$ cat src/rtl/mips_mem_pkg.sv
// Shared constants and types for the MIPS data memory and its copy engine.
package mips_mem_pkg;

    localparam int MEM_DEPTH = 1024;
    localparam int DATA_W    = 32;
    localparam int ADDR_W    = 32;

    typedef enum logic [1:0] {
        IDLE,
        READ,
        WRITE,
        DONE
    } dma_state_t;

endpackage

$ cat src/rtl/mem_copy_dma_if.sv
// Data-memory port bundle: master drives addr/wdata/we, slave returns rdata.
interface mem_copy_dma_if #(
    parameter int ADDR_W = mips_mem_pkg::ADDR_W,
    parameter int DATA_W = mips_mem_pkg::DATA_W
);

    logic [ADDR_W-1:0] mem_addr;
    logic [DATA_W-1:0] mem_wdata;
    logic              mem_we;
    logic [DATA_W-1:0] mem_rdata;

    modport master (
        output mem_addr,
        output mem_wdata,
        output mem_we,
        input  mem_rdata
    );

    modport slave (
        input  mem_addr,
        input  mem_wdata,
        input  mem_we,
        output mem_rdata
    );

endinterface

$ cat src/rtl/mem_copy_dma.sv
// Word-by-word forward block copy engine for the data-memory port.
// MEM_COPY_DMA_FILL_EN adds a write-only fill mode (fill_mode/fill_value).
module mem_copy_dma #(
    parameter int MEM_DEPTH = mips_mem_pkg::MEM_DEPTH,
    parameter int DATA_W    = mips_mem_pkg::DATA_W,
    parameter int ADDR_W    = mips_mem_pkg::ADDR_W,
    parameter int LEN_W     = 11
) (
    input  logic              clk,
    input  logic              rst,
    input  logic              start,
    input  logic [ADDR_W-1:0] src_addr,
    input  logic [ADDR_W-1:0] dst_addr,
    input  logic [LEN_W-1:0]  len,
`ifdef MEM_COPY_DMA_FILL_EN
    input  logic              fill_mode,
    input  logic [DATA_W-1:0] fill_value,
`endif
    output logic              busy,
    output logic              done,
    mem_copy_dma_if.master    bus
);

    import mips_mem_pkg::*;

    localparam logic [ADDR_W-1:0] MASK = ADDR_W'(MEM_DEPTH - 1);

    dma_state_t        state_q, state_d;
    logic [ADDR_W-1:0] src_q, src_d;
    logic [ADDR_W-1:0] dst_q, dst_d;
    logic [ADDR_W-1:0] addr_q, addr_d;
    logic [LEN_W-1:0]  cnt_q, cnt_d;
    logic [DATA_W-1:0] wdata_q, wdata_d;
    logic              we_q, we_d;
    logic              busy_q, busy_d;
    logic              done_q, done_d;
    logic              fill_q, fill_d;
    logic              req_fill;
    logic [DATA_W-1:0] req_value;

`ifdef MEM_COPY_DMA_FILL_EN
    assign req_fill  = fill_mode;
    assign req_value = fill_value;
`else
    assign req_fill  = 1'b0;
    assign req_value = '0;
`endif

    // wdata_q doubles as the data register: loaded at the end of READ
    always_comb begin
        state_d = state_q;
        src_d   = src_q;
        dst_d   = dst_q;
        cnt_d   = cnt_q;
        fill_d  = fill_q;
        addr_d  = '0;
        wdata_d = '0;
        we_d    = 1'b0;
        busy_d  = 1'b0;
        done_d  = 1'b0;
        unique case (state_q)
            IDLE: begin
                if (start) begin
                    src_d  = src_addr & MASK;
                    dst_d  = dst_addr & MASK;
                    cnt_d  = len;
                    fill_d = req_fill;
                    if (len == '0) begin
                        state_d = DONE;
                        done_d  = 1'b1;
                    end else if (req_fill) begin
                        state_d = WRITE;
                        busy_d  = 1'b1;
                        addr_d  = dst_d;
                        wdata_d = req_value;
                        we_d    = 1'b1;
                    end else begin
                        state_d = READ;
                        busy_d  = 1'b1;
                        addr_d  = src_d;
                    end
                end
            end
            READ: begin
                state_d = WRITE;
                busy_d  = 1'b1;
                addr_d  = dst_q;
                wdata_d = bus.mem_rdata;
                we_d    = 1'b1;
            end
            WRITE: begin
                src_d = (src_q + 1'b1) & MASK;
                dst_d = (dst_q + 1'b1) & MASK;
                cnt_d = cnt_q - 1'b1;
                if (cnt_q > LEN_W'(1)) begin
                    busy_d = 1'b1;
                    if (fill_q) begin
                        state_d = WRITE;
                        addr_d  = dst_d;
                        wdata_d = wdata_q;
                        we_d    = 1'b1;
                    end else begin
                        state_d = READ;
                        addr_d  = src_d;
                    end
                end else begin
                    state_d = DONE;
                    done_d  = 1'b1;
                end
            end
            DONE: begin
                state_d = IDLE;
            end
            default: begin
                state_d = IDLE;
            end
        endcase
    end

    always_ff @(posedge clk) begin
        if (rst) begin
            state_q <= IDLE;
            src_q   <= '0;
            dst_q   <= '0;
            cnt_q   <= '0;
            fill_q  <= 1'b0;
            addr_q  <= '0;
            wdata_q <= '0;
            we_q    <= 1'b0;
            busy_q  <= 1'b0;
            done_q  <= 1'b0;
        end else begin
            state_q <= state_d;
            src_q   <= src_d;
            dst_q   <= dst_d;
            cnt_q   <= cnt_d;
            fill_q  <= fill_d;
            addr_q  <= addr_d;
            wdata_q <= wdata_d;
            we_q    <= we_d;
            busy_q  <= busy_d;
            done_q  <= done_d;
        end
    end

    assign busy          = busy_q;
    assign done          = done_q;
    assign bus.mem_addr  = addr_q;
    assign bus.mem_wdata = wdata_q;
    assign bus.mem_we    = we_q;

endmodule
$ cat src/flat_wrapper.sv
// flat-port wrapper written by rule: the top's interface ports become plain ports
module mem_copy_dma_flat import mips_mem_pkg::*;
#(
    parameter int MEM_DEPTH = mips_mem_pkg::MEM_DEPTH,
    parameter int DATA_W    = mips_mem_pkg::DATA_W,
    parameter int ADDR_W    = mips_mem_pkg::ADDR_W,
    parameter int LEN_W     = 11
)
  (clk, rst, start, src_addr, dst_addr, len, busy, done, bus_mem_addr, bus_mem_wdata, bus_mem_we, bus_mem_rdata);
  mem_copy_dma_if #(.ADDR_W(ADDR_W), .DATA_W(DATA_W)) bus_i ();
  input  logic clk;
  input  logic rst;
  input  logic start;
  input  logic [ADDR_W-1:0] src_addr;
  input  logic [ADDR_W-1:0] dst_addr;
  input  logic [LEN_W-1:0] len;
  output logic busy;
  output logic done;
  output wire logic [$bits(bus_i.mem_addr)-1:0] bus_mem_addr;
  output wire logic [$bits(bus_i.mem_wdata)-1:0] bus_mem_wdata;
  output wire logic [$bits(bus_i.mem_we)-1:0] bus_mem_we;
  input wire logic [$bits(bus_i.mem_rdata)-1:0] bus_mem_rdata;
  assign bus_mem_addr = bus_i.mem_addr;
  assign bus_mem_wdata = bus_i.mem_wdata;
  assign bus_mem_we = bus_i.mem_we;
  assign bus_i.mem_rdata = bus_mem_rdata;
  mem_copy_dma #(.MEM_DEPTH(MEM_DEPTH), .DATA_W(DATA_W), .ADDR_W(ADDR_W), .LEN_W(LEN_W)) u_core (.clk(clk), .rst(rst), .start(start), .src_addr(src_addr), .dst_addr(dst_addr), .len(len), .busy(busy), .done(done), .bus(bus_i));
endmodule
$ cat config.mk
export PLATFORM = sky130hd
export DESIGN_NAME = mem_copy_dma_flat
export DESIGN_NICKNAME = d
export VERILOG_FILES = /design/src/rtl/mips_mem_pkg.sv /design/src/rtl/mem_copy_dma_if.sv /design/src/rtl/mem_copy_dma.sv /design/src/flat_wrapper.sv
export SDC_FILE = /design/constraint.sdc
export NUM_CORES = 1
export LEC_CHECK = 0
export CORE_ASPECT_RATIO = 0.9
export CORE_MARGIN = 1.5
export CORE_UTILIZATION = 41
export DETAILED_ROUTE_END_ITERATION = 12
export PLACE_DENSITY = 0.81
export SYNTH_ARGS = -nofsm -noshare
export SYNTH_HDL_FRONTEND = slang
export SYNTH_SLANG_ARGS = --single-unit
$ cat constraint.sdc
create_clock -name clk -period 2.1 [get_ports clk]
set_clock_uncertainty 0.05 [all_clocks]
set_input_delay 0.21 -clock clk [delete_from_list [all_inputs] [get_ports clk]]
set_output_delay 0.21 -clock clk [all_outputs]
set_load 0.005 [all_outputs]
==> insert_results.sql, run 1 <==
INSERT INTO impl_metrics (metric_group, metric, value, unit) VALUES
('run_status', 'run_status', 'complete, no violations', ''),
('timing', 'slew_violations', '0', ''),
('finish', 'stdcell_area', '5000', 'um^2'),
('synth', 'ys_ff_latch', '78', ''),
('critical_path', 'regToRegStartpoint', 'u_core.state_q[1]', ''),
('critical_path', 'worst_path_largest_cell_delay', '0.56', 'ns'),
('critical_path', 'critPathRequiredTime', '2.32', 'ns'),
('power', 'total_power', '3.58', 'mW'),
('place', 'routabilityCongestion', '0.901', ''),
('route', 'firstDrtPassIters', '6', ''),
('place', 'dpl.hpwl', '7860', 'um'),
('floorplanning', 'chipHeight', '91.7', 'um'),
('floorplanning', 'core', '8530', 'um^2'),
('cts', 'clock_tree_root', 'sky130_fd_sc_hd__clkbuf_8', ''),
('timing', 'rsz0062_at_grt', 'no', ''),
('cts', 'tritoncts_clock_tree', 'done', ''),
('cts', 'postCtsSetupRepairBufs', '0', ''),
('finish', 'multiInputGateArea', '1780', 'um^2'),
('cts', 'cts_htree_levels', '3', ''),
('power', 'power.net_switching', '1.13', 'mW'),
('synth', 'synth_edf_count', '0', ''),
('finish', 'syn_to_final_growth', '39.5', '%'),
('finish', 'drive_gt1_share', '9.52', '%'),
('critical_path', 'worstSetupPathType', 'reg -> reg', ''),
('synth', 'synthDominantCellAreaShare', '43.5', '%'),
('route', 'detail_route.wl_per_cell', '16.5', 'um'),
('min_path', 'hp-class', 'in -> reg', ''),
('timing', 'final_hold_viol_count', '0', ''),
('cts', 'post_cts_hold_buffer_count', '0', ''),
('synth', 'synth_cell_type_count', '59', ''),
('min_path', 'hold_path_depth', '2', ''),
('power', 'power.combinational.fraction', '22.7', '%'),
('route', 'detail_route.drc_violations', '0', ''),
('power', 'max-vdd-ir-drop', '0.000428', 'V'),
('finish', 'most-common-layout-cells', '110 x sky130_fd_sc_hd__clkdlybuf4s50_1, 78 x sky130_fd_sc_hd__dfxtp_1, 33 x sky130_fd_sc_hd__and2_1', ''),
('power', 'power_switching_share', '31.5', '%'),
('route', 'initialDrtViolationCount', '356', ''),
('critical_path', 'path_cells', 'or3b_2, a41oi_1, buf_4, a22oi_1, a21oi_1', ''),
('timing', 'tightest_slew', '0.506', 'ns'),
('floorplanning', 'floorplan.die_area', '9320', 'um^2'),
('power', 'p_per_area', '717', 'nW/um^2'),
('global_route', 'wire_length_of_the_first_global_routing_pass', '16500', 'um'),
('critical_path', 'reg2regPathDepth', '5', ''),
('cts', 'clkSinkCount', '78', ''),
('floorplanning', 'initial_standard_cell_utilization_of_the_core', '42.0', '%'),
('critical_path', 'reg2reg_setup_slack', '0.17', 'ns'),
('finish', 'finalNetCount', '634', ''),
('cts', 'clkSlewWorstSetupHoldPaths', '0.09', 'ns'),
('floorplanning', 'rows', '32', ''),
('cts', 'clockBufferDepth', '2', ''),
('global_route', 'largest_net_degree_at_the_start_of_global_routing', '34', ''),
('timing', 'final-setup-viol-count', '0', ''),
('finish', 'stdcell_count', '644', ''),
('global_route', 'antenna_found_initial', '0', ''),
('global_route', 'grt_pass1_vias', '3289', ''),
('critical_path', 'critPathMaxFanout', '11', ''),
('place', 'post-place-cells', '628', ''),
('global_route', 'grt.overflow.total', '0', ''),
('global_route', 'grt_util_overall', '22.6', '%'),
('place', 'placed_cell_area', '4820', 'um^2'),
('timing', 'timing.final.crit_share', '91.8', '%'),
('synth', 'synthesis.instances', '405', ''),
('synth', 'synth_area_per_cell', '8.85', 'um^2'),
('route', 'route.antenna.remaining_nets', '0', ''),
('finish', 'register_area', '1560', 'um^2'),
('timing', 'timing.fmax', '519', 'MHz'),
('power', 'pwr-share-clk', '29.0', '%'),
('run', 'maxCapViolCount', '0', ''),
('critical_path', 'end_kind', 'flop', ''),
('power', 'power_frac_seq', '48.3', '%'),
('timing', 'final_period_demand_of_the_worst_path', '1.93', 'ns');
## metrics by stage
step / hold WS (ns) / setup slack [ns] / utilization, %
finish: 0.352 / 0.172 / 58.6
global route: 0.349 / 0.115 / 58.6
CTS: 0.342 / 0.238 / 58.6
detailed placement: 0.450 / 0.00174 / 56.5
global placement: 0.434 / 0.0689 / 56.5
floorplan: 0.282 / 0.416 / -
## power by group through the flow
stage,clock network (mW),logic (mW),registers (mW)
6_report,1.04,0.814,1.73
5_1_grt,1.12,0.880,1.75
4_1_cts,1.06,0.801,1.73
3_5_place_dp,0,0.795,1.76
3_3_place_gp,0,0.770,1.75
2_1_floorplan,0,0.472,1.72
## registers in the layout (all words and copies together) (netlist names)
name,cells
u_core.busy,1
u_core.dst_q,10
u_core.src_q,10
u_core.bus.mem_wdata,32
u_core.bus.mem_we,1
u_core.cnt_q,11
u_core.state_q,2
u_core.done,1
u_core.bus.mem_addr,10
## metal layers
layer / GRT usage (%) / part of all wire, %
met1: 30.3 / 40
met2: 36.1 / 48
met3: 3.51 / 9.0
met4: 9.38 / 3.0
met5: 0 / 0
## cell type report
class | count | area share, %
Multi-Input combinational cell | 286 | 35.5
Sequential cell | 78 | 31.2
Timing Repair Buffer | 134 | 25.9
Tap cell | 119 | 2.98
Clock buffer | 9 | 2.48
Clock inverter | 7 | 1.13
Inverter | 11 | 0.826
## cells by family after synthesis
family                     synth area share, %
DFF                                       43.5
buffers and inverters                     9.28
and+or+nand+nor                           19.9
other                                    0.105
xor gates and xnor gates                  1.22
adders and majority gates                 1.40
AOI/OAI and AO/OA                         24.6
## critical path, delay by kind of cell (launching register included)
kind	cells	cell delay (ns)
flops	1	0.43
buf+inv	1	0.26
compound gates	3	0.54
simple gates	1	0.56
## how the worst max path moves through the flow
stage / from / endpoint / cells past startpoint
global placement: start / u_core.bus.mem_addr[7] / 6
CTS: u_core.state_q[1] / u_core.bus.mem_addr[7] / 5
global route: u_core.state_q[1] / u_core.bus.mem_addr[7] / 5
floorplan: u_core.cnt_q[4] / u_core.cnt_q[9] / 5
detailed placement: start / u_core.bus.mem_addr[7] / 6
finish: u_core.state_q[1] / u_core.bus.mem_addr[7] / 5
## cells in the mapped netlist (12+ instances only)
cell	n
sky130_fd_sc_hd__a21oi_1	29
sky130_fd_sc_hd__o22ai_1	12
sky130_fd_sc_hd__buf_4	23
sky130_fd_sc_hd__clkbuf_1	20
sky130_fd_sc_hd__nor3_1	15
sky130_fd_sc_hd__nor2_1	19
sky130_fd_sc_hd__nand3_1	17
sky130_fd_sc_hd__o21ai_0	21
sky130_fd_sc_hd__a211oi_1	18
sky130_fd_sc_hd__nand2_1	12
sky130_fd_sc_hd__and2_1	33
sky130_fd_sc_hd__dfxtp_1	78
Power figures use the tool's default switching activity.
==> inputs of run 2 (changes only) <==
RECOVER_POWER = 50   (was unset)
SKIP_LAST_GASP = 1   (was unset)
==> insert_results.sql, run 2 (same netlist as run 1, synthesis figures left out) <==
INSERT INTO impl_metrics (metric_group, metric, value, unit) VALUES
('finish', 'drive_gt1_share', '8.95', '%'),
('cts', 'postCtsSetupRepairBufs', '0', ''),
('timing', 'rsz0062_at_grt', 'no', ''),
('global_route', 'wire_length_of_the_first_global_routing_pass', '16500', 'um'),
('global_route', 'grt_util_overall', '22.6', '%'),
('timing', 'final-setup-viol-count', '0', ''),
('finish', 'num_antenna_cells', '0', ''),
('min_path', 'hp-class', 'in -> reg', ''),
('finish', 'stdcell_count', '644', ''),
('run', 'maxCapViolCount', '0', ''),
('floorplanning', 'chipHeight', '91.7', 'um'),
('global_route', 'antenna_found_initial', '0', ''),
('route', 'route.vias.total', '3629', ''),
('critical_path', 'worstSetupPathType', 'reg -> reg', ''),
('place', 'routabilityCongestion', '0.901', ''),
('global_route', 'largest_net_degree_at_the_start_of_global_routing', '34', ''),
('place', 'placed_cell_area', '4820', 'um^2'),
('place', 'port-buffer-count', '110', ''),
('cts', 'cts_made_buffers', '9', ''),
('route', 'vias_per_cell', '5.64', ''),
('critical_path', 'end_kind', 'flop', ''),
('power', 'max-vdd-ir-drop', '0.000426', 'V'),
('timing', 'timing.fmax', '516', 'MHz'),
('floorplanning', 'core', '8530', 'um^2'),
('cts', 'post_cts_hold_buffer_count', '0', ''),
('route', 'firstDrtPassIters', '7', ''),
('floorplanning', 'initial_standard_cell_utilization_of_the_core', '42.0', '%'),
('finish', 'finalNetCount', '634', ''),
('cts', 'clockBufferDepth', '2', ''),
('critical_path', 'critPathMaxFanout', '11', ''),
('finish', 'stdcell_area', '4990', 'um^2'),
('global_route', 'grt_pass1_vias', '3289', ''),
('route', 'detail_route.drc_violations', '0', ''),
('cts', 'clock_tree_root', 'sky130_fd_sc_hd__clkbuf_8', ''),
('min_path', 'hold_path_depth', '2', ''),
('route', 'detail_route.wl_per_cell', '16.5', 'um'),
('finish', 'final_core_util', '58.5', '%'),
('critical_path', 'reg2reg_setup_slack', '0.16', 'ns'),
('power', 'power.combinational.fraction', '22.2', '%'),
('cts', 'clkSlewWorstSetupHoldPaths', '0.09', 'ns'),
('critical_path', 'regToRegStartpoint', 'u_core.state_q[1]', ''),
('finish', 'fillerInstances', '747', ''),
('timing', 'slew_violations', '0', ''),
('power', 'power.net_switching', '1.14', 'mW'),
('min_path', 'hold_path_startpoint', 'bus_mem_rdata[2]', ''),
('power', 'power_switching_share', '31.8', '%'),
('timing', 'timing.final.crit_share', '92.2', '%'),
('power', 'pwr-share-clk', '29.3', '%'),
('power', 'power_frac_seq', '48.5', '%'),
('cts', 'clkSinkCount', '78', ''),
('critical_path', 'reg2regPathDepth', '5', ''),
('floorplanning', 'rows', '32', ''),
('global_route', 'grt.overflow.total', '0', ''),
('place', 'post-place-cells', '628', ''),
('power', 'p_leak', '1.96', 'nW'),
('critical_path', 'worstPathArrival', '2.16', 'ns'),
('cts', 'cts_htree_levels', '3', ''),
('place', 'dpl.hpwl', '7860', 'um'),
('finish', 'syn_to_final_growth', '39.0', '%'),
('power', 'internal_power', '2.44', 'mW'),
('power', 'p_per_area', '716', 'nW/um^2'),
('floorplanning', 'io_pins', '177', ''),
('min_path', 'hold-path-endpoint', 'u_core.bus.mem_wdata[2]', ''),
('run_status', 'run_status', 'complete, no violations', ''),
('timing', 'fin_setup_tns', '0', 'ns'),
('finish', 'layout.cells.most_common', 'sky130_fd_sc_hd__dfxtp_1', ''),
('critical_path', 'critPathRequiredTime', '2.32', 'ns'),
('finish', 'most-common-layout-cells', '78 x sky130_fd_sc_hd__dfxtp_1, 65 x sky130_fd_sc_hd__clkdlybuf4s50_1, 45 x sky130_fd_sc_hd__dlygate4sd3_1', ''),
('route', 'initialDrtViolationCount', '380', ''),
('route', 'drt-total-wl', '10700', 'um'),
('floorplanning', 'die_w', '102', 'um'),
('critical_path', 'worst_r2r_endpoint', 'u_core.bus.mem_addr[7]', ''),
('floorplanning', 'floorplan.die_area', '9320', 'um^2'),
('timing', 'tightest_slew', '0.823', 'ns'),
('timing', 'final_hold_viol_count', '0', ''),
('critical_path', 'critical_path.startpoint_type', 'flop', ''),
('timing', 'final_period_demand_of_the_worst_path', '1.94', 'ns'),
('finish', 'number_of_flip_flops_under_the_largest_register_name', '32', ''),
('cts', 'cts_repair_resize_count', '0', ''),
('cts', 'tritoncts_clock_tree', 'done', ''),
('cts', 'clk-insertion-delay-late', '0.35', 'ns'),
('timing', 'relSlewSlack', '45.1', '%'),
('route', 'route.antenna.remaining_nets', '0', '');
[run 2: cell types whose count changed in the layout (fill, tap and decap cells not counted), moves of 2 or more]
cell / previous run / this run
sky130_fd_sc_hd__clkbuf_1: 0 / 2
sky130_fd_sc_hd__clkdlybuf4s50_1: 110 / 65
sky130_fd_sc_hd__buf_4: 23 / 20
sky130_fd_sc_hd__dlygate4sd3_1: 0 / 45
[run 2: area by class of cell]
type	instances	area, um^2	area share, %
sequential	78	1560	31.3
tap	119	149	2.99
timing repair buffer	134	1280	25.7
clock buffer	9	124	2.48
inverter	11	41.3	0.828
clock inverter	7	56.3	1.13
multi-input combinational	286	1770	35.5
[run 2: metrics by stage]
step	total power [mW]	hold WS (ns)	worst slack, ns
after global placement	2.52	0.434	0.0689
after CTS	3.59	0.342	0.238
after detailed placement	2.56	0.450	0.00174
after floorplan	2.19	0.282	0.416
final	3.57	0.351	0.163
after global routing	3.73	0.349	0.0857
[run 2: worst max-delay path by stage]
stage / startpoint / end
after floorplan: u_core.cnt_q[4] / u_core.cnt_q[9]
after global placement: start / u_core.bus.mem_addr[7]
after detailed placement: start / u_core.bus.mem_addr[7]
after CTS: u_core.state_q[1] / u_core.bus.mem_addr[7]
after global routing: u_core.state_q[0] / u_core.dst_q[9]
final: u_core.state_q[1] / u_core.bus.mem_addr[7]
[run 2: metal layers]
layer / share of wire [%] / track usage [%] / vias to the layer above / routed length [um]
met2: 47 / 36.1 / 222 / 5030
met1: 41 / 30.3 / 1688 / 4370
met3: 8.7 / 3.51 / 32 / 927
li1: - / - / 1687 / -
met4: 3.1 / 9.38 / 0 / 331
met5: 0 / 0 / - / 0
[run 2: worst max-delay path: stages (launching register included)]
cell and delay, ns:
sky130_fd_sc_hd__dfxtp_1 0.43, sky130_fd_sc_hd__or3b_2 0.56, sky130_fd_sc_hd__a41oi_1 0.28, sky130_fd_sc_hd__buf_4 0.26, sky130_fd_sc_hd__a22oi_1 0.09, sky130_fd_sc_hd__a21oi_1 0.19
[run 2: power by group through the flow]
stage	sequential, mW	clock (mW)	combinational (mW)
3_5_place_dp	1.76	0	0.795
6_report	1.73	1.05	0.794
4_1_cts	1.73	1.06	0.801
2_1_floorplan	1.72	0	0.472
5_1_grt	1.74	1.12	0.862
3_3_place_gp	1.75	0	0.770
==> inputs of run 3 (changes only) <==
CAP_MARGIN = 5   (was unset)
==> results of run 3 <==
Same layout as run 2: the final DEF is identical, and so are final timing and power.
